### config.mk
export PLATFORM = sky130hd
export DESIGN_NAME = tick_gen
export DESIGN_NICKNAME = d
export VERILOG_FILES = /design/src/rtl/tick_gen_pkg.sv /design/src/rtl/tick_gen_ch.sv /design/src/rtl/tick_gen.sv
export SDC_FILE = /design/constraint.sdc
export NUM_CORES = 1
export LEC_CHECK = 0
export BUFFER_PORTS_ARGS = -buffer_cell sky130_fd_sc_hd__buf_2
export CAP_MARGIN = 20
export CORE_ASPECT_RATIO = 0.7
export CORE_MARGIN = 2
export CORE_UTILIZATION = 35
export DETAILED_ROUTE_END_ITERATION = 7
export HOLD_SLACK_MARGIN = 0.08
export MAX_ROUTING_LAYER = met4
export SLEW_MARGIN = 30
export SYNTH_ARGS = -nofsm -noshare
export SYNTH_HDL_FRONTEND = slang
export SYNTH_SLANG_ARGS = --single-unit
### constraint.sdc
create_clock -name clk -period 3 [get_ports clk]
set_input_delay 0.6 -clock clk [delete_from_list [all_inputs] [get_ports clk]]
set_output_delay 0.6 -clock clk [all_outputs]
set_load 0.005 [all_outputs]
### src/rtl/tick_gen_pkg.sv
// Shared constants, helpers and channel state type for the tick_gen clock-enable generator.
`timescale 1ns/1ps
package tick_gen_pkg;

  localparam int          CNT_W_DEF     = 27;
  localparam int unsigned DEF_PERIOD_1K = 99_999;

  // Period register value that yields tick_hz strobes from a clk_hz clock.
  function automatic int unsigned hz_to_period(input int unsigned clk_hz,
                                               input int unsigned tick_hz);
    return (clk_hz / tick_hz) - 1;
  endfunction

  typedef struct packed {
    logic [CNT_W_DEF-1:0] cnt;
    logic [CNT_W_DEF-1:0] per;
    logic [CNT_W_DEF-1:0] shd;
    logic                 pend;
  } ch_state_t;

endpackage

### src/rtl/tick_gen_ch.sv
// One tick_gen channel: counter, shadow/active period, tick and optional square-wave output.
// Square wave is built only when TICK_GEN_SQUARE_EN is defined; otherwise sq is tied low.
`timescale 1ns/1ps
module tick_gen_ch
  import tick_gen_pkg::*;
#(
  parameter int          CNT_W      = CNT_W_DEF,
  parameter int unsigned DEF_PERIOD = DEF_PERIOD_1K
) (
  input  logic             clk,
  input  logic             rst,
  input  logic             en,
  input  logic             sync,
  input  logic             we,
  input  logic [CNT_W-1:0] wval,
  output logic             tick,
  output logic             load_pend,
  output logic             sq
);

  logic [CNT_W-1:0] cnt_q, cnt_d;
  logic [CNT_W-1:0] per_q, per_d;
  logic [CNT_W-1:0] shd_q, shd_d;
  logic             pend_q, pend_d;
  logic             tick_q, tick_d;
  logic             wrap;

  assign wrap = (cnt_q == per_q);

  always_comb begin
    cnt_d  = cnt_q;
    per_d  = per_q;
    shd_d  = shd_q;
    pend_d = pend_q;
    tick_d = 1'b0;

    if (!en) begin
      cnt_d = '0;
      if (pend_q) begin
        per_d  = shd_q;
        pend_d = 1'b0;
      end
    end else if (sync) begin
      cnt_d = '0;
    end else if (wrap) begin
      cnt_d  = '0;
      tick_d = 1'b1;
      if (pend_q) begin
        per_d  = shd_q;
        pend_d = 1'b0;
      end
    end else begin
      cnt_d = cnt_q + CNT_W'(1);
    end

    // A write landing on a wrap edge goes straight into the active period.
    if (we) begin
      shd_d = wval;
      if (en && !sync && wrap) begin
        per_d  = wval;
        pend_d = 1'b0;
      end else begin
        pend_d = 1'b1;
      end
    end
  end

  always_ff @(posedge clk or negedge rst) begin
    if (!rst) begin
      cnt_q  <= '0;
      per_q  <= CNT_W'(DEF_PERIOD);
      shd_q  <= CNT_W'(DEF_PERIOD);
      pend_q <= 1'b0;
      tick_q <= 1'b0;
    end else begin
      cnt_q  <= cnt_d;
      per_q  <= per_d;
      shd_q  <= shd_d;
      pend_q <= pend_d;
      tick_q <= tick_d;
    end
  end

  assign tick      = tick_q;
  assign load_pend = pend_q;

`ifdef TICK_GEN_SQUARE_EN
  logic sq_q, sq_d;

  // Compare against next-state values so sq lines up with the registered counter.
  always_comb begin
    sq_d = en && !sync && (cnt_d <= (per_d >> 1));
  end

  always_ff @(posedge clk or negedge rst) begin
    if (!rst) begin
      sq_q <= 1'b0;
    end else begin
      sq_q <= sq_d;
    end
  end

  assign sq = sq_q;
`else
  assign sq = 1'b0;
`endif

endmodule

### src/rtl/tick_gen.sv
// Multi-channel clock-enable generator: period write decode and sync fan-out to N_CH channels.
// Optional square-wave outputs are enabled by defining TICK_GEN_SQUARE_EN.
`timescale 1ns/1ps
module tick_gen
  import tick_gen_pkg::*;
#(
  parameter  int          N_CH       = 4,
  parameter  int          CNT_W      = CNT_W_DEF,
  parameter  int unsigned DEF_PERIOD = DEF_PERIOD_1K,
  localparam int          SEL_W      = (N_CH > 1) ? $clog2(N_CH) : 1
) (
  input  logic             clk,
  input  logic             rst,
  input  logic [N_CH-1:0]  en,
  input  logic             sync,
  input  logic             div_we,
  input  logic [SEL_W-1:0] div_sel,
  input  logic [CNT_W-1:0] div_val,
  output logic [N_CH-1:0]  tick,
  output logic [N_CH-1:0]  load_pend,
  output logic [N_CH-1:0]  sq
);

  logic [N_CH-1:0] we_vec;

  // Out-of-range selects are dropped; compare at 32 bits so N_CH = 2^SEL_W is safe.
  always_comb begin
    we_vec = '0;
    if (div_we && (32'(div_sel) < 32'(N_CH))) begin
      for (int i = 0; i < N_CH; i++) begin
        if (div_sel == SEL_W'(i)) begin
          we_vec[i] = 1'b1;
        end
      end
    end
  end

  for (genvar g = 0; g < N_CH; g++) begin : g_ch
    tick_gen_ch #(
      .CNT_W      (CNT_W),
      .DEF_PERIOD (DEF_PERIOD)
    ) u_ch (
      .clk       (clk),
      .rst       (rst),
      .en        (en[g]),
      .sync      (sync),
      .we        (we_vec[g]),
      .wval      (div_val),
      .tick      (tick[g]),
      .load_pend (load_pend[g]),
      .sq        (sq[g])
    );
  end

endmodule
== Word-level counts from Yosys, hierarchy flattened ==
Cells that the tools add are included.

* Flip-flop bits (word level): 332
* Input port bits: 37
* Output and inout bits: 12
* Word-level logic and storage cells: 126

* Add/subtract/negate cells: 4
* Equality and inequality tests: 15
* Mux-type cells: 73
* Reductions and logical operators: 14

{| class="wikitable"
|+ Operators with widths
! kind !! number
|-
| $mux 27 || 36
|-
| $add 27x1->27 const B || 4
|-
| $eq 27x27->1 || 4
|-
| $mux 1 || 36
|-
| $ne 3x1->1 const B || 4
|-
| $ne 3x2->1 const B || 4
|-
| $logic_and 1x1->1 || 8
|-
| $reduce_and 2->1 || 4
|-
| $eq 2x2->1 const B || 2
|-
| $mux 4 || 1
|-
| $eq 2x1->1 const B || 1
|-
| $logic_not 2->1 || 1
|-
| $logic_not 1->1 || 1
|}

== Depth between registers and ports, before layout ==
* Depth in word-level cells: 6
* Depth in mapped cells: 8
* Gate-level depth less buffers: 7

== Hierarchy ==
A second synthesis with hierarchy kept.

* Cell total of the unflattened synthesis: 1288
* Area, all modules: 16218.1 µm²

{| class="wikitable"
|+ Modules (own cells, without submodules)
! module !! times used !! cells each !! area each (µm²) !! sequential area each (µm²)
|-
| tick_gen_ch at g_ch[0].u_ch ... || 2 || 319 || 4045.1 || 2102.0
|-
| tick_gen_ch at g_ch[2].u_ch ... || 2 || 323 || 4045.1 || 2102.0
|-
| tick_gen || 1 || 4 || 37.5 || 0.0
|}

== Worst setup path before layout ==
No wires, ideal clock.

* Kind: register to register
* Start: reg g_ch[0].u_ch.per_q[4]
* End: reg g_ch[0].u_ch.per_q[11]
* Library setup time: 0.125 ns
* Arrival: 2.141 ns
* Required time: 2.875 ns
* Setup slack: 0.735 ns
* Stages on the path, launching flop included: 8
* Path buffers: 1
* Clock period less this slack: 2.265 ns
* Cells stage by stage: dfstp_2 xor2_1 nor4_1 nand4_1 o22ai_2 buf_6 mux2_2 mux2_2

* Word-level cells in the longest chain between the ends: 6
* Elaborated cells on any way between the ends: 7
* Those cells by class: 1 x eq/ne; 5 x mux; 1 x reduce/logical

{| class="wikitable"
|+ Ends and longest elaborated chain
! what !! line !! text
|-
| from (decl) || tick_gen_ch.sv:22 || <nowiki>logic [CNT_W-1:0] per_q, per_d;</nowiki>
|-
| from (signal assigned) || tick_gen_ch.sv:71 || <nowiki>per_q <= CNT_W'(DEF_PERIOD);</nowiki>
|-
| from (signal assigned) || tick_gen_ch.sv:77 || <nowiki>per_q <= per_d;</nowiki>
|-
| $eq 27x27->1 * || tick_gen_ch.sv:28 || <nowiki>assign wrap = (cnt_q == per_q);</nowiki>
|-
| $mux 27 || tick_gen_ch.sv:45 || <nowiki>end else if (wrap) begin</nowiki>
|-
| $mux 27 || tick_gen_ch.sv:43 || <nowiki>end else if (sync) begin</nowiki>
|-
| $mux 27 || tick_gen_ch.sv:37 || <nowiki>if (!en) begin</nowiki>
|-
| $mux 27 || tick_gen_ch.sv:59 || <nowiki>if (en && !sync && wrap) begin</nowiki>
|-
| $mux 27 * || tick_gen_ch.sv:57 || <nowiki>if (we) begin</nowiki>
|-
| net g_ch[0].u_ch.per_d[11] || tick_gen_ch.sv:22 ||
|}

Mark *: on every way through the listed nets, which the timed path passes. The rest lies on a longest branch.
A chain may end at the register's enable or synchronous reset.

== Worst setup path in the final report ==
* Start: reg g_ch[1].u_ch.cnt_q[7]
* End: reg g_ch[1].u_ch.per_q[6]

* Word-level cells in the longest chain between the ends: 6
* Elaborated cells on any way between the ends: 7
* Those cells by class: 1 x eq/ne; 5 x mux; 1 x reduce/logical

{| class="wikitable"
|+ Ends and longest elaborated chain
! what !! line !! text
|-
| from (decl) || tick_gen_ch.sv:21 || <nowiki>logic [CNT_W-1:0] cnt_q, cnt_d;</nowiki>
|-
| from (signal assigned) || tick_gen_ch.sv:76 || <nowiki>cnt_q <= cnt_d;</nowiki>
|-
| $eq 27x27->1 * || tick_gen_ch.sv:28 ||
|-
| $mux 27 || tick_gen_ch.sv:45 ||
|-
| $mux 27 || tick_gen_ch.sv:43 ||
|-
| $mux 27 || tick_gen_ch.sv:37 ||
|-
| $mux 27 || tick_gen_ch.sv:59 ||
|-
| $mux 27 * || tick_gen_ch.sv:57 ||
|-
| net g_ch[1].u_ch.per_d[6] || tick_gen_ch.sv:22 ||
|-
| to (signal assigned) || tick_gen_ch.sv:71 ||
|-
| to (signal assigned) || tick_gen_ch.sv:77 ||
|-
| to (decl) || tick_gen_ch.sv:22 ||
|}

Marked as above.

==> summary.md <==
| Metric | Value |
|---|---|
| Count of cells resized by post-cts repair | 0 |
| Grt ovf | 0 |
| P&R area growth vs syn | 11.3% |
| Clk_lat worst skew | 0.57 ns |
| Max stage delay cell, worst path | dfrtp_1 |
| Leakage | 7.56 nW |
| Htree depth | 1 |
| Filler cell count in the final layout | 4,304 |
| Area contributors post-synth | dfrtp_1, mux2_2, dfstp_2 |
| Final wirelength | 37,400 um |
| # clock sinks | 332 |
| Postcts setup bufs | 0 |
| Clock share of power | 0.301 |
| Cts-stage hold buffer count | 1 |
| Min Clock Period, post-route | 2.66 ns |
| Final setup TNS | 0 ns |
| Design Power | 0.0121 W |
| Crit-path max cell delay | 0.46 ns |
| Sw Share | 0.263 |
| Synth cell types | 40 |
| Initial antenna violation count | 8 |
| CP Max Fanout | 19 |
| CP bufs+invs | 1 |
| Storage cell area | 8410 um2 |
| Max Slew Vio Count | 0 |
| WS Path Type | reg2reg |
| Antenna-violating nets left | 0 |
| Critical path cell sequence | xor2_1 -> nor4_1 -> nand4_1 -> o22ai_4 -> buf_4 -> mux2_2 -> mux2_2 |
| CTS tree | built |
| Synth Instances | 1,296 |
| Final Wtd Congestion | 0.814 |
| Via count | 9,692 |
| Internal power | 0.00893 W |
| Top delay family on crit path | simple AND/OR/NAND/NOR gates |
| Slew @ Worst Pin | 0.710 ns |
| WHS | 0.299 ns |
| Flop-to-flop setup slack | 0.34 ns |
| Vias in the first global route | 9,958 |
| Largest net degree at the start of global routing | 69 |
| Clk buf depth | 3 |
| Core ar. | 45,200 um2 |
| DP HPWL | 25,300 um |
| Sequential share of power | 0.511 |
| Fin. Hold Viols | 0 |
| Share of post-route cells with drive strength above 1 | 0.372 |
| Worst hold path class | in2reg |
| Worst IR drop on VDD | 430 uV |
| Worst EP arrival | 3.10 ns |
| Num CTS Buffers | 31 |
| Number of synthesized register bits | 332 |
| CTS clk-pin slew, worst paths | 0.06 ns |
| Die Width | 261 um |
| F_max | 0.376 GHz |
| Area of the multi-input gates | 7330 um2 |
| Status | finished, final reports clean |
| Setup crit end kind | flop |
| Synthesis warning total | 0 |
| Final setup vio count | 0 |
| Via/cell ratio | 4.91 |
| Part of the power in combinational logic | 0.188 |
| Nets@finish | 1,385 |
| Period utilisation layout | 0.886 |
| P per Cell Area | 675 nW/um2 |
| RSZ-0062 raised after global routing | no |
| First-pass GRT wire length | 59,400 um |
| P_sw | 0.00318 W |
| Pre-antenna DRT Iters | 5 |
| Register area share after synthesis | 0.522 |
| Slew headroom | 0.525 |
| Share of the synthesized area in the top cell type | 0.391 |
| Port Buffers | 44 |
| GRT Overall Usage | 0.165 |
| Rows | 65 |
| Syn avg cell area | 12.4 um2 |
| CP most frequent cell | mux2_2 |
| Post-synth top area cell | dfrtp_1 |
| Die height | 184 um |
| DRC Markers | 0 |
| Max Cap Violations | 0 |
| Clock Skew | 0.0111 ns |
| Worst setup SP type | flop |
| CP required | 3.44 ns |
| Initial DRC Count | 534 |
| Initial Utilization | 0.356 |
| Root buffer cell | clkbuf_16 |
| Mapped cell area | 16,100 um2 |
| I/O Pins | 49 |
| WL per Instance | 19.0 um |
| Total die area | 47,800 um2 |
state kept, by name, summed over array words and instances, names as in the netlist:
register,count
g_ch.u_ch.shd_q,108
g_ch.u_ch.cnt_q,108
g_ch.u_ch.tick,4
g_ch.u_ch.load_pend,4
g_ch.u_ch.per_q,108
placed cells by master, fill, tap and decap left out, types with 12 or more instances in the layout:
cell type / count
mux2_2: 312
nand2_1: 40
clkbuf_16: 31
nand3_1: 42
nand4_1: 27
clkbuf_1: 23
nor2_1: 145
mux2_1: 12
buf_4: 16
nor4_1: 25
and4_1: 13
dfstp_2: 80
dfrtp_1: 252
xnor2_1: 47
xor2_1: 160
inv_1: 17
buf_2: 43
nor3_1: 17
final cells by class:
type	count	share of cell area
timing repair buffer	67	0.0268
clock buffer	56	0.0496
multi-input combinational	895	0.409
clock inverter	1	0.000279
inverter	17	0.00356
tap	603	0.0421
antenna	3	0.000419
sequential	332	0.469
worst register-to-register path, delay by kind of cell, from the launching register on:
kind,cells,cell delay (ns)
AO/OA/AOI/OAI,1,0.20
AND/OR/NAND/NOR,2,0.77
buffers and inverters,1,0.30
XOR/XNOR,1,0.17
flip-flops,1,0.46
multiplexers,2,0.64
logic make-up (layout without fill, tap and decap cells):
kind of cell    Yosys count  in the layout  synth area share
simple gates            347            347             0.106
flops                   332            332             0.522
mux                     324            324             0.226
xor+xnor                207            207             0.112
buf+inv                  72            141            0.0248
compound gates            9              9           0.00512
fa+ha+maj                 4              4           0.00310
other cells               1              7          0.000233
layer usage:
| layer | global-route usage | wire length, um | up-vias |
|---|---|---|---|
| met2 | 0.238 | 16000 | 137 |
| li1 | - | - | 4574 |
| met1 | 0.247 | 19300 | 4934 |
| met4 | 0.0315 | 724 | 0 |
| met3 | 0.0223 | 1360 | 47 |
| met5 | - | 0 | - |
power groups by stage:
stage / sequential (W) / combinational, W / clock [W]
after floorplan: 0.00603 / 0.00179 / 0
after global placement: 0.00624 / 0.00222 / 0
after detailed placement: 0.00627 / 0.00230 / 0
after CTS: 0.00619 / 0.00231 / 0.00376
after global routing: 0.00630 / 0.00252 / 0.00396
final: 0.00618 / 0.00228 / 0.00364
metrics by stage:
stage | area (um2) | instances | setup slack [ns] | util
4_1_cts | 17900 | 1971 | 0.309 | 0.397
5_1_grt | 17900 | 1971 | 0.193 | 0.397
2_1_floorplan | 16100 | 1299 | 0.735 | -
6_report | 17900 | 1974 | 0.342 | 0.397
3_3_place_gp | 17000 | 1913 | 0.369 | 0.377
3_5_place_dp | 17000 | 1913 | 0.321 | 0.377
final timing paths:
check                                          to  cells past startpoint                   start
min in group asynchronous  g_ch[2].u_ch.shd_q[21]                      2                     rst
max reg2reg                 g_ch[1].u_ch.per_q[6]                      7   g_ch[1].u_ch.cnt_q[7]
min reg2reg                g_ch[2].u_ch.shd_q[24]                      1  g_ch[2].u_ch.shd_q[24]
max                         g_ch[1].u_ch.per_q[6]                      7   g_ch[1].u_ch.cnt_q[7]
min                        g_ch[3].u_ch.load_pend                      3                   en[3]
max in group asynchronous  g_ch[0].u_ch.per_q[15]                      3                     rst
synth_stat cells:
library cell / instances
a21oi_1: 5
and2_1: 2
and2b_1: 1
and3_1: 10
and3b_1: 1
and4_1: 13
and4_4: 1
buf_1: 6
buf_2: 19
buf_4: 12
buf_6: 8
clkbuf_1: 10
conb_1: 1
dfrtp_1: 252
dfstp_2: 80
ha_1: 4
inv_1: 17
mux2_1: 12
mux2_2: 312
nand2_1: 40
nand2_2: 1
nand2b_1: 3
nand3_1: 42
nand3b_1: 2
nand4_1: 27
nand4_4: 1
nand4b_4: 1
nor2_1: 145
nor2_2: 2
nor2b_1: 3
nor3_1: 17
nor3b_1: 1
nor4_1: 25
o22ai_2: 3
o22ai_4: 1
or2_2: 5
or3_1: 3
or3b_2: 1
xnor2_1: 47
xor2_1: 160
Power figures use the tool's default switching activity.
